File: src/rtl/hazard_ctrl_pkg.sv
// Shared definitions for the hazard/stall controller of the 5-stage RISC-V
// pipeline: forwarding select encodings, the load encoding of ResultSrc and
// the state type of the data-memory wait FSM.
package hazard_ctrl_pkg;

    // Operand forwarding selects (ForwardAE / ForwardBE)
    localparam logic [1:0] FWD_NONE = 2'b00;  // register file value
    localparam logic [1:0] FWD_W    = 2'b01;  // result from W stage
    localparam logic [1:0] FWD_M    = 2'b10;  // ALU result from M stage

    // ResultSrc encoding that marks a load
    localparam logic [1:0] RES_LOAD = 2'b01;

    // Data-memory wait FSM
    typedef enum logic {
        IDLE = 1'b0,
        WAIT = 1'b1
    } memState_t;

endpackage : hazard_ctrl_pkg

File: src/rtl/hazard_ctrl_if.sv
// Bundle between the pipeline datapath and the hazard controller.
//   master : pipeline side - drives register indices, stage controls and
//            dmem_ready; receives forwarding selects, stall/flush enables
//            and dmem_req.
//   slave  : hazard controller side (the reverse directions).
interface hazard_ctrl_if #(
    parameter int REG_AW = 5
);
    logic [REG_AW-1:0] Rs1D, Rs2D;
    logic [REG_AW-1:0] Rs1E, Rs2E, RdE;
    logic [REG_AW-1:0] RdM, RdW;
    logic [1:0]        ResultSrcE, ResultSrcM;
    logic              PCSrcE;
    logic              RegWriteM, RegWriteW;
    logic              MemWriteM;
    logic              dmem_ready;
    logic              dmem_req;
    logic [1:0]        ForwardAE, ForwardBE;
    logic              StallF, StallD, StallE, StallM;
    logic              FlushD, FlushE, FlushW;

    modport master (
        output Rs1D, Rs2D, Rs1E, Rs2E, RdE, RdM, RdW,
        output ResultSrcE, ResultSrcM, PCSrcE, RegWriteM, RegWriteW, MemWriteM,
        output dmem_ready,
        input  dmem_req, ForwardAE, ForwardBE,
        input  StallF, StallD, StallE, StallM, FlushD, FlushE, FlushW
    );

    modport slave (
        input  Rs1D, Rs2D, Rs1E, Rs2E, RdE, RdM, RdW,
        input  ResultSrcE, ResultSrcM, PCSrcE, RegWriteM, RegWriteW, MemWriteM,
        input  dmem_ready,
        output dmem_req, ForwardAE, ForwardBE,
        output StallF, StallD, StallE, StallM, FlushD, FlushE, FlushW
    );

endinterface : hazard_ctrl_if

File: src/rtl/hazard_ctrl_fwd.sv
// Purely combinational data-hazard detection.
//   Rs1D/Rs2D, Rs1E/Rs2E, RdE, RdM, RdW : register indices per stage
//   ResultSrcE                          : E result select (load = RES_LOAD)
//   RegWriteM/RegWriteW                 : write enables of M and W
//   ForwardAE/ForwardBE                 : operand forwarding selects
//   lwStall                             : load-use hazard between E and D
module hazard_fwd
    import hazard_ctrl_pkg::*;
#(
    parameter int REG_AW = 5
) (
    input  logic [REG_AW-1:0] Rs1D,
    input  logic [REG_AW-1:0] Rs2D,
    input  logic [REG_AW-1:0] Rs1E,
    input  logic [REG_AW-1:0] Rs2E,
    input  logic [REG_AW-1:0] RdE,
    input  logic [REG_AW-1:0] RdM,
    input  logic [REG_AW-1:0] RdW,
    input  logic [1:0]        ResultSrcE,
    input  logic              RegWriteM,
    input  logic              RegWriteW,
    output logic [1:0]        ForwardAE,
    output logic [1:0]        ForwardBE,
    output logic              lwStall
);

    // x0 is hard-wired to zero, so a write to it never produces a value
    // worth forwarding.
    logic wrM, wrW;
    assign wrM = RegWriteM && (RdM != '0);
    assign wrW = RegWriteW && (RdW != '0);

    // M is the younger producer and therefore wins over W.
    assign ForwardAE = (wrM && (Rs1E == RdM)) ? FWD_M :
                       (wrW && (Rs1E == RdW)) ? FWD_W : FWD_NONE;
    assign ForwardBE = (wrM && (Rs2E == RdM)) ? FWD_M :
                       (wrW && (Rs2E == RdW)) ? FWD_W : FWD_NONE;

    // A load in E cannot forward to D's consumer in time: one bubble needed.
    assign lwStall = (ResultSrcE == RES_LOAD) && (RdE != '0) &&
                     ((Rs1D == RdE) || (Rs2D == RdE));

endmodule : hazard_fwd

File: src/rtl/hazard_ctrl.sv
// Hazard and stall controller for the 5-stage RISC-V pipeline.
//   clk, reset          : clock, synchronous active-high reset
//   hz (slave modport)  : pipeline register indices/controls in; forwarding
//                         selects, stall/flush enables and the data-memory
//                         request/ready handshake
//   mem_err             : sticky, set when a memory access times out
//   stall_cnt/flush_cnt : wrapping performance counters of StallF and of
//                         FlushD|FlushE cycles
// The memory-wait FSM holds the whole pipeline while M waits on dmem_ready
// and aborts the access after TIMEOUT_CYCLES cycles.
module hazard_ctrl
    import hazard_ctrl_pkg::*;
#(
    parameter int REG_AW         = 5,
    parameter int TIMEOUT_CYCLES = 255,
    parameter int CNT_W          = 32
) (
    input  logic              clk,
    input  logic              reset,
    hazard_ctrl_if.slave      hz,
    output logic              mem_err,
    output logic [CNT_W-1:0]  stall_cnt,
    output logic [CNT_W-1:0]  flush_cnt
);

    // wcnt only has to reach TIMEOUT_CYCLES-1.
    localparam int                WCNT_W    = $clog2(TIMEOUT_CYCLES);
    localparam logic [WCNT_W-1:0] WCNT_LAST = WCNT_W'(TIMEOUT_CYCLES - 1);

    memState_t         state, stateNext;
    logic [WCNT_W-1:0] wcnt, wcntNext;

    logic memOpM;
    logic lwStall;
    logic lastWait;
    logic abort;
    logic memStall;
    logic stallFD;
    logic flushD;
    logic flushE;

    hazard_fwd #(
        .REG_AW (REG_AW)
    ) u_fwd (
        .Rs1D       (hz.Rs1D),
        .Rs2D       (hz.Rs2D),
        .Rs1E       (hz.Rs1E),
        .Rs2E       (hz.Rs2E),
        .RdE        (hz.RdE),
        .RdM        (hz.RdM),
        .RdW        (hz.RdW),
        .ResultSrcE (hz.ResultSrcE),
        .RegWriteM  (hz.RegWriteM),
        .RegWriteW  (hz.RegWriteW),
        .ForwardAE  (hz.ForwardAE),
        .ForwardBE  (hz.ForwardBE),
        .lwStall    (lwStall)
    );

    assign memOpM   = (hz.ResultSrcM == RES_LOAD) | hz.MemWriteM;
    assign lastWait = (state == WAIT) && (wcnt == WCNT_LAST);
    assign abort    = lastWait && !hz.dmem_ready;

    // Combinational on dmem_ready, so a zero-wait access never stalls; on
    // the abort cycle the stall drops and M advances with undefined data.
    assign memStall = memOpM & ~hz.dmem_ready & ~abort;

    // A memory stall freezes E, so a pending branch flush or load-use bubble
    // is deferred and re-evaluated once the stall releases.
    assign stallFD = memStall | lwStall;
    assign flushD  = hz.PCSrcE & ~memStall;
    assign flushE  = (lwStall | hz.PCSrcE) & ~memStall;

    assign hz.dmem_req = memOpM & ~reset;
    assign hz.StallF   = stallFD;
    assign hz.StallD   = stallFD;
    assign hz.StallE   = memStall;
    assign hz.StallM   = memStall;
    assign hz.FlushW   = memStall;
    assign hz.FlushD   = flushD;
    assign hz.FlushE   = flushE;

    // NOTE: every variable is given its hold value before the case so no
    // path leaves it unassigned, which would otherwise infer a latch.
    always_comb begin
        stateNext = state;
        wcntNext  = wcnt;
        case (state)
            IDLE: begin
                if (memOpM && !hz.dmem_ready) begin
                    stateNext = WAIT;
                    wcntNext  = WCNT_W'(1);
                end
            end
            WAIT: begin
                if (hz.dmem_ready || lastWait) begin
                    // Completion or timeout abort both end the access.
                    stateNext = IDLE;
                    wcntNext  = '0;
                end else begin
                    wcntNext = wcnt + WCNT_W'(1);
                end
            end
            default: begin
                stateNext = IDLE;
                wcntNext  = '0;
            end
        endcase
    end

    // NOTE: state registers use non-blocking assignments so every flop
    // samples pre-edge values regardless of statement order.
    always_ff @(posedge clk) begin
        if (reset) begin
            state     <= IDLE;
            wcnt      <= '0;
            mem_err   <= 1'b0;
            stall_cnt <= '0;
            flush_cnt <= '0;
        end else begin
            state     <= stateNext;
            wcnt      <= wcntNext;
            if (abort) begin
                mem_err <= 1'b1;
            end
            stall_cnt <= stall_cnt + CNT_W'(stallFD);
            flush_cnt <= flush_cnt + CNT_W'(flushD | flushE);
        end
    end

endmodule : hazard_ctrl
File: src/flat_wrapper.sv
// flat-port wrapper written by rule: the top's interface ports become plain ports
module hazard_ctrl_flat import hazard_ctrl_pkg::*;
#(
    parameter int REG_AW         = 5,
    parameter int TIMEOUT_CYCLES = 255,
    parameter int CNT_W          = 32
)
  (clk, reset, mem_err, stall_cnt, flush_cnt, hz_Rs1D, hz_Rs2D, hz_Rs1E, hz_Rs2E, hz_RdE, hz_RdM, hz_RdW, hz_ResultSrcE, hz_ResultSrcM, hz_PCSrcE, hz_RegWriteM, hz_RegWriteW, hz_MemWriteM, hz_dmem_ready, hz_dmem_req, hz_ForwardAE, hz_ForwardBE, hz_StallF, hz_StallD, hz_StallE, hz_StallM, hz_FlushD, hz_FlushE, hz_FlushW);
  hazard_ctrl_if #(.REG_AW(REG_AW)) hz_i ();
  input  logic clk;
  input  logic reset;
  output logic mem_err;
  output logic [CNT_W-1:0] stall_cnt;
  output logic [CNT_W-1:0] flush_cnt;
  input wire logic [$bits(hz_i.Rs1D)-1:0] hz_Rs1D;
  input wire logic [$bits(hz_i.Rs2D)-1:0] hz_Rs2D;
  input wire logic [$bits(hz_i.Rs1E)-1:0] hz_Rs1E;
  input wire logic [$bits(hz_i.Rs2E)-1:0] hz_Rs2E;
  input wire logic [$bits(hz_i.RdE)-1:0] hz_RdE;
  input wire logic [$bits(hz_i.RdM)-1:0] hz_RdM;
  input wire logic [$bits(hz_i.RdW)-1:0] hz_RdW;
  input wire logic [$bits(hz_i.ResultSrcE)-1:0] hz_ResultSrcE;
  input wire logic [$bits(hz_i.ResultSrcM)-1:0] hz_ResultSrcM;
  input wire logic [$bits(hz_i.PCSrcE)-1:0] hz_PCSrcE;
  input wire logic [$bits(hz_i.RegWriteM)-1:0] hz_RegWriteM;
  input wire logic [$bits(hz_i.RegWriteW)-1:0] hz_RegWriteW;
  input wire logic [$bits(hz_i.MemWriteM)-1:0] hz_MemWriteM;
  input wire logic [$bits(hz_i.dmem_ready)-1:0] hz_dmem_ready;
  output wire logic [$bits(hz_i.dmem_req)-1:0] hz_dmem_req;
  output wire logic [$bits(hz_i.ForwardAE)-1:0] hz_ForwardAE;
  output wire logic [$bits(hz_i.ForwardBE)-1:0] hz_ForwardBE;
  output wire logic [$bits(hz_i.StallF)-1:0] hz_StallF;
  output wire logic [$bits(hz_i.StallD)-1:0] hz_StallD;
  output wire logic [$bits(hz_i.StallE)-1:0] hz_StallE;
  output wire logic [$bits(hz_i.StallM)-1:0] hz_StallM;
  output wire logic [$bits(hz_i.FlushD)-1:0] hz_FlushD;
  output wire logic [$bits(hz_i.FlushE)-1:0] hz_FlushE;
  output wire logic [$bits(hz_i.FlushW)-1:0] hz_FlushW;
  assign hz_i.Rs1D = hz_Rs1D;
  assign hz_i.Rs2D = hz_Rs2D;
  assign hz_i.Rs1E = hz_Rs1E;
  assign hz_i.Rs2E = hz_Rs2E;
  assign hz_i.RdE = hz_RdE;
  assign hz_i.RdM = hz_RdM;
  assign hz_i.RdW = hz_RdW;
  assign hz_i.ResultSrcE = hz_ResultSrcE;
  assign hz_i.ResultSrcM = hz_ResultSrcM;
  assign hz_i.PCSrcE = hz_PCSrcE;
  assign hz_i.RegWriteM = hz_RegWriteM;
  assign hz_i.RegWriteW = hz_RegWriteW;
  assign hz_i.MemWriteM = hz_MemWriteM;
  assign hz_i.dmem_ready = hz_dmem_ready;
  assign hz_dmem_req = hz_i.dmem_req;
  assign hz_ForwardAE = hz_i.ForwardAE;
  assign hz_ForwardBE = hz_i.ForwardBE;
  assign hz_StallF = hz_i.StallF;
  assign hz_StallD = hz_i.StallD;
  assign hz_StallE = hz_i.StallE;
  assign hz_StallM = hz_i.StallM;
  assign hz_FlushD = hz_i.FlushD;
  assign hz_FlushE = hz_i.FlushE;
  assign hz_FlushW = hz_i.FlushW;
  hazard_ctrl #(.REG_AW(REG_AW), .TIMEOUT_CYCLES(TIMEOUT_CYCLES), .CNT_W(CNT_W)) u_core (.clk(clk), .reset(reset), .hz(hz_i), .mem_err(mem_err), .stall_cnt(stall_cnt), .flush_cnt(flush_cnt));
endmodule
File: config.mk
export PLATFORM = sky130hd
export DESIGN_NAME = hazard_ctrl_flat
export DESIGN_NICKNAME = d
export VERILOG_FILES = /design/src/rtl/hazard_ctrl_pkg.sv /design/src/rtl/hazard_ctrl_if.sv /design/src/rtl/hazard_ctrl_fwd.sv /design/src/rtl/hazard_ctrl.sv /design/src/flat_wrapper.sv
export SDC_FILE = /design/constraint.sdc
export NUM_CORES = 1
export LEC_CHECK = 0
export BUFFER_PORTS_ARGS = -buffer_cell sky130_fd_sc_hd__buf_4
export CAP_MARGIN = 20
export CELL_PAD_IN_SITES_DETAIL_PLACEMENT = 0
export CELL_PAD_IN_SITES_GLOBAL_PLACEMENT = 1
export CORE_ASPECT_RATIO = 0.5
export CORE_MARGIN = 2
export CORE_UTILIZATION = 37
export CTS_CLUSTER_DIAMETER = 50
export DETAILED_ROUTE_END_ITERATION = 8
export PLACE_DENSITY_LB_ADDON = 0.1
export REMOVE_ABC_BUFFERS = 1
export SYNTH_ARGS = -nofsm -noshare
export SYNTH_HDL_FRONTEND = slang
export SYNTH_SLANG_ARGS = --single-unit
File: constraint.sdc
create_clock -name clk -period 3.7 [get_ports clk]
set_input_delay 0.185 -clock clk [delete_from_list [all_inputs] [get_ports clk]]
set_output_delay 0.185 -clock clk [all_outputs]
set_load 0.01 [all_outputs]
==> summary.txt <==
status: finished clean
Worst Clk Skew: 0.00690 ns
TritonCTS clock tree: built
Worst Tran Pin Value: 0.857 ns
top area cells in the synthesized netlist: dfxtp_1 (37%), xor2_1 (8.3%), a21oi_1 (4.6%), nand3_1 (4.1%), or4_1 (4.1%)
CP Capture Type: flip-flop
DR vias: 4038
r2r setup slk: 0.39 ns
initial antenna violation count: 0
Post-synth ARST share: 0%
Max-Slew Margin vs Limit: 42.9%
initial cell density of the core: 38.7%
worst-skew pair later-pin latency: 0.34 ns
fill count: 1017
Post-Syn Area: 4010 sq um
Vias/cell: 5.41
Layout area overhead: 34.2%
Worst path top cell family by delay: simple AND/OR/NAND/NOR gates
VDD IR max: 0.178 mV
Post-Route WL: 10600 um
DR pass1 iterations: 4
CP Data Required Time: 3.96 ns
die height: 77.6 um
Synthesis Warnings: 0
register area share after synthesis: 36.9%
Die ar.: 11700 sq um
num rows: 26
layout cells sized above 1: 26.4%
vias in the first global route: 3575
clk slew on worst S/H paths: 0.06 ns
Hold Crit Endpoint: u_core.wcnt[6]
cell mode on critical path: ha_1
Post-DRT Antenna Nets: 0
CTS Buf Count: 9
type of origin of the critical path: flip-flop
multi-input logic area: 2400 sq um
final hold vios: 0
worst path cell trace: inv_1 > ha_1 > nand3_1 > nor3_2 > nor2_1 > o31ai_1 > ha_1 > ha_1 > nand3_1 > or3_4 > or4_1 > a21oi_1
DP HPWL: 7650 um
signal arrival time at the worst endpoint: 3.57 ns
Final Setup Violations: 0
DR DRC count: 0
share of the synthesized area in the top cell type: 36.9%
clock sinks: 74
CP max stage delay: 0.49 ns
Iter 0 DRT Violations: 223
die span in x: 151 um
Mean Syn Cell Area: 8.38 sq um
static leakage power: 2.05 nW
RePlAce Congestion: 0.805
post-synth cell types: 47
power density cells: 343 nW/um^2
max-cap violations: 0
largest net degree at the start of global routing: 82
TNS Setup: 0 ns
Synth Flop Type: dfxtp_1
Seq cells post-synth: 74
Final min period: 3.31 ns
worst hold stages: 4
min-delay src: hz_dmem_ready
Root Driver: clkbuf_16
gr usage total: 18.5%
area leader, netlist: dfxtp_1
EDFF count, synth: 0
critical path's slowest cell: or4_1
Final Max Tran Viols: 0
hold crit path type: in -> reg
Max clock buf depth: 2
first-pass GRT wire length: 17500 um
critical path peak fanout: 15
crit share post-route: 89.5%
FF+latch area: 1480 sq um
RSZ-0062 raised after global routing: false
count of mapped cells out of synthesis: 479
reg2reg start: u_core.wcnt[0]
core box area: 10400 sq um
FF-to-FF End: u_core.flush_cnt[28]
nets: 653
reg2reg path depth: 12
crit path buf inv count: 1
grt total ovfl: 0
H-tree levels: 3
ANT cells: 0
fmax: 302 MHz
routed len/inst: 14.2 um
CP Class: reg -> reg
Pwr Total: 1.85 mW
# port buffers: 122
IO Pins: 123
cells in the mapped netlist (2+ instances only):
cell      count
a21oi_1      37
a31o_2        3
a31oi_1       2
and2_1        4
and3_1        8
and4_1       10
buf_2         3
buf_4         3
clkbuf_1     13
dfxtp_1      74
ha_1          6
inv_1        12
mux2_2        3
nand2_1      26
nand2b_1      3
nand3_1      33
nand4_1      26
nor2_1       36
nor2b_1      10
nor3_1        8
nor3b_1       2
nor4_1       10
o21a_1        2
o21ai_0      17
o31ai_1      19
o41ai_1       3
or3_1        11
or4_1        22
or4b_1        3
xnor2_1      16
xor2_1       38
registers in the layout, indices dropped and copies added, names as in the netlist:
name,cells
u_core.mem_err,1
u_core.state,1
u_core.stall_cnt,32
u_core.flush_cnt,32
u_core.wcnt,8
tightest hold or removal path, cell delays in order:
cell	delay, ns
buf_4	0.08
nor2b_1	0.07
nand4_1	0.09
a31oi_1	0.07
area by class of cell:
| class | instances | area share (%) |
|---|---|---|
| clock inverter | 5 | 0.976 |
| sequential | 74 | 27.5 |
| clock buffer | 11 | 4.69 |
| inverter | 12 | 0.836 |
| multi-input combinational | 373 | 44.5 |
| tap | 140 | 3.25 |
| timing repair buffer | 131 | 18.2 |
cell families (layout without fill, tap and decap cells):
logic type	count (synthesis)	in the layout	synth area share, %
simple gates	218	218	30.9
mux	3	3	0.842
flops	74	74	36.9
buf+inv	32	159	3.55
xor+xnor	54	54	11.8
fa+ha+maj	6	6	1.87
compound gates	92	92	14.2
metrics by stage:
stage	hold slack (ns)	instances	util (%)	cell area (sq um)	worst slack (ns)
5_1_grt	0.269	746	51.9	5390	0.0217
3_3_place_gp	0.453	728	48.7	5060	0.266
3_5_place_dp	0.467	728	48.7	5060	0.128
2_1_floorplan	0.254	459	-	3920	0.474
6_report	0.214	746	51.9	5390	0.390
4_1_cts	0.208	744	51.7	5360	0.120
placed cells by master, fill, tap and decap left out, types with 2 or more instances in the layout:
cell type	n
xor2_1	38
ha_1	6
or4b_1	3
or3_1	10
o31ai_1	19
mux2_2	3
buf_4	130
nor3b_1	2
xnor2_1	16
nor2b_1	10
o21a_1	2
nor3_1	7
clkbuf_8	2
a31oi_1	2
nor2_1	36
nand3_1	33
clkbuf_16	9
nand4_1	26
clkinv_2	3
o21ai_0	17
o41ai_1	3
nor4_1	10
a31o_2	3
and2_1	4
inv_1	12
and4_1	10
or4_1	22
nand2b_1	3
dfxtp_1	74
a21oi_1	37
nand2_1	26
and3_1	8
worst max-delay path by stage:
stage | from | to | slack [ns] | depth (start not counted)
2_1_floorplan | u_core.wcnt[1] | u_core.flush_cnt[22] | 0.47 | 11
3_3_place_gp | u_core.wcnt[0] | u_core.flush_cnt[20] | 0.27 | 12
3_5_place_dp | u_core.wcnt[0] | u_core.flush_cnt[28] | 0.13 | 12
4_1_cts | u_core.wcnt[0] | u_core.flush_cnt[28] | 0.12 | 12
5_1_grt | u_core.wcnt[0] | u_core.flush_cnt[28] | 0.02 | 12
6_report | u_core.wcnt[0] | u_core.flush_cnt[28] | 0.39 | 12
layer usage:
layer / track usage (%) / wire, um / vias to the layer above
li1: - / - / 2039
met3: 7.06 / 766 / 8
met2: 27.4 / 4560 / 116
met1: 25.5 / 5200 / 1875
met4: 3.64 / 66 / 0
met5: 0 / 0 / -
where the power goes:
group	internal (mW)	switching, mW	leakage (nW)
sequential	0.803	0.00655	0.597
combinational	0.0764	0.0720	1.30
clock	0.555	0.335	0.151
total	1.43	0.414	2.05
repair_timing:
action                                  in CTS  in global routing
hold buffers                                 0                  0
gates resized for setup                      0                  2
setup buffers                                0                  1
endpoints found under the setup margin       0                  9
(Power assumes the default switching activity.)
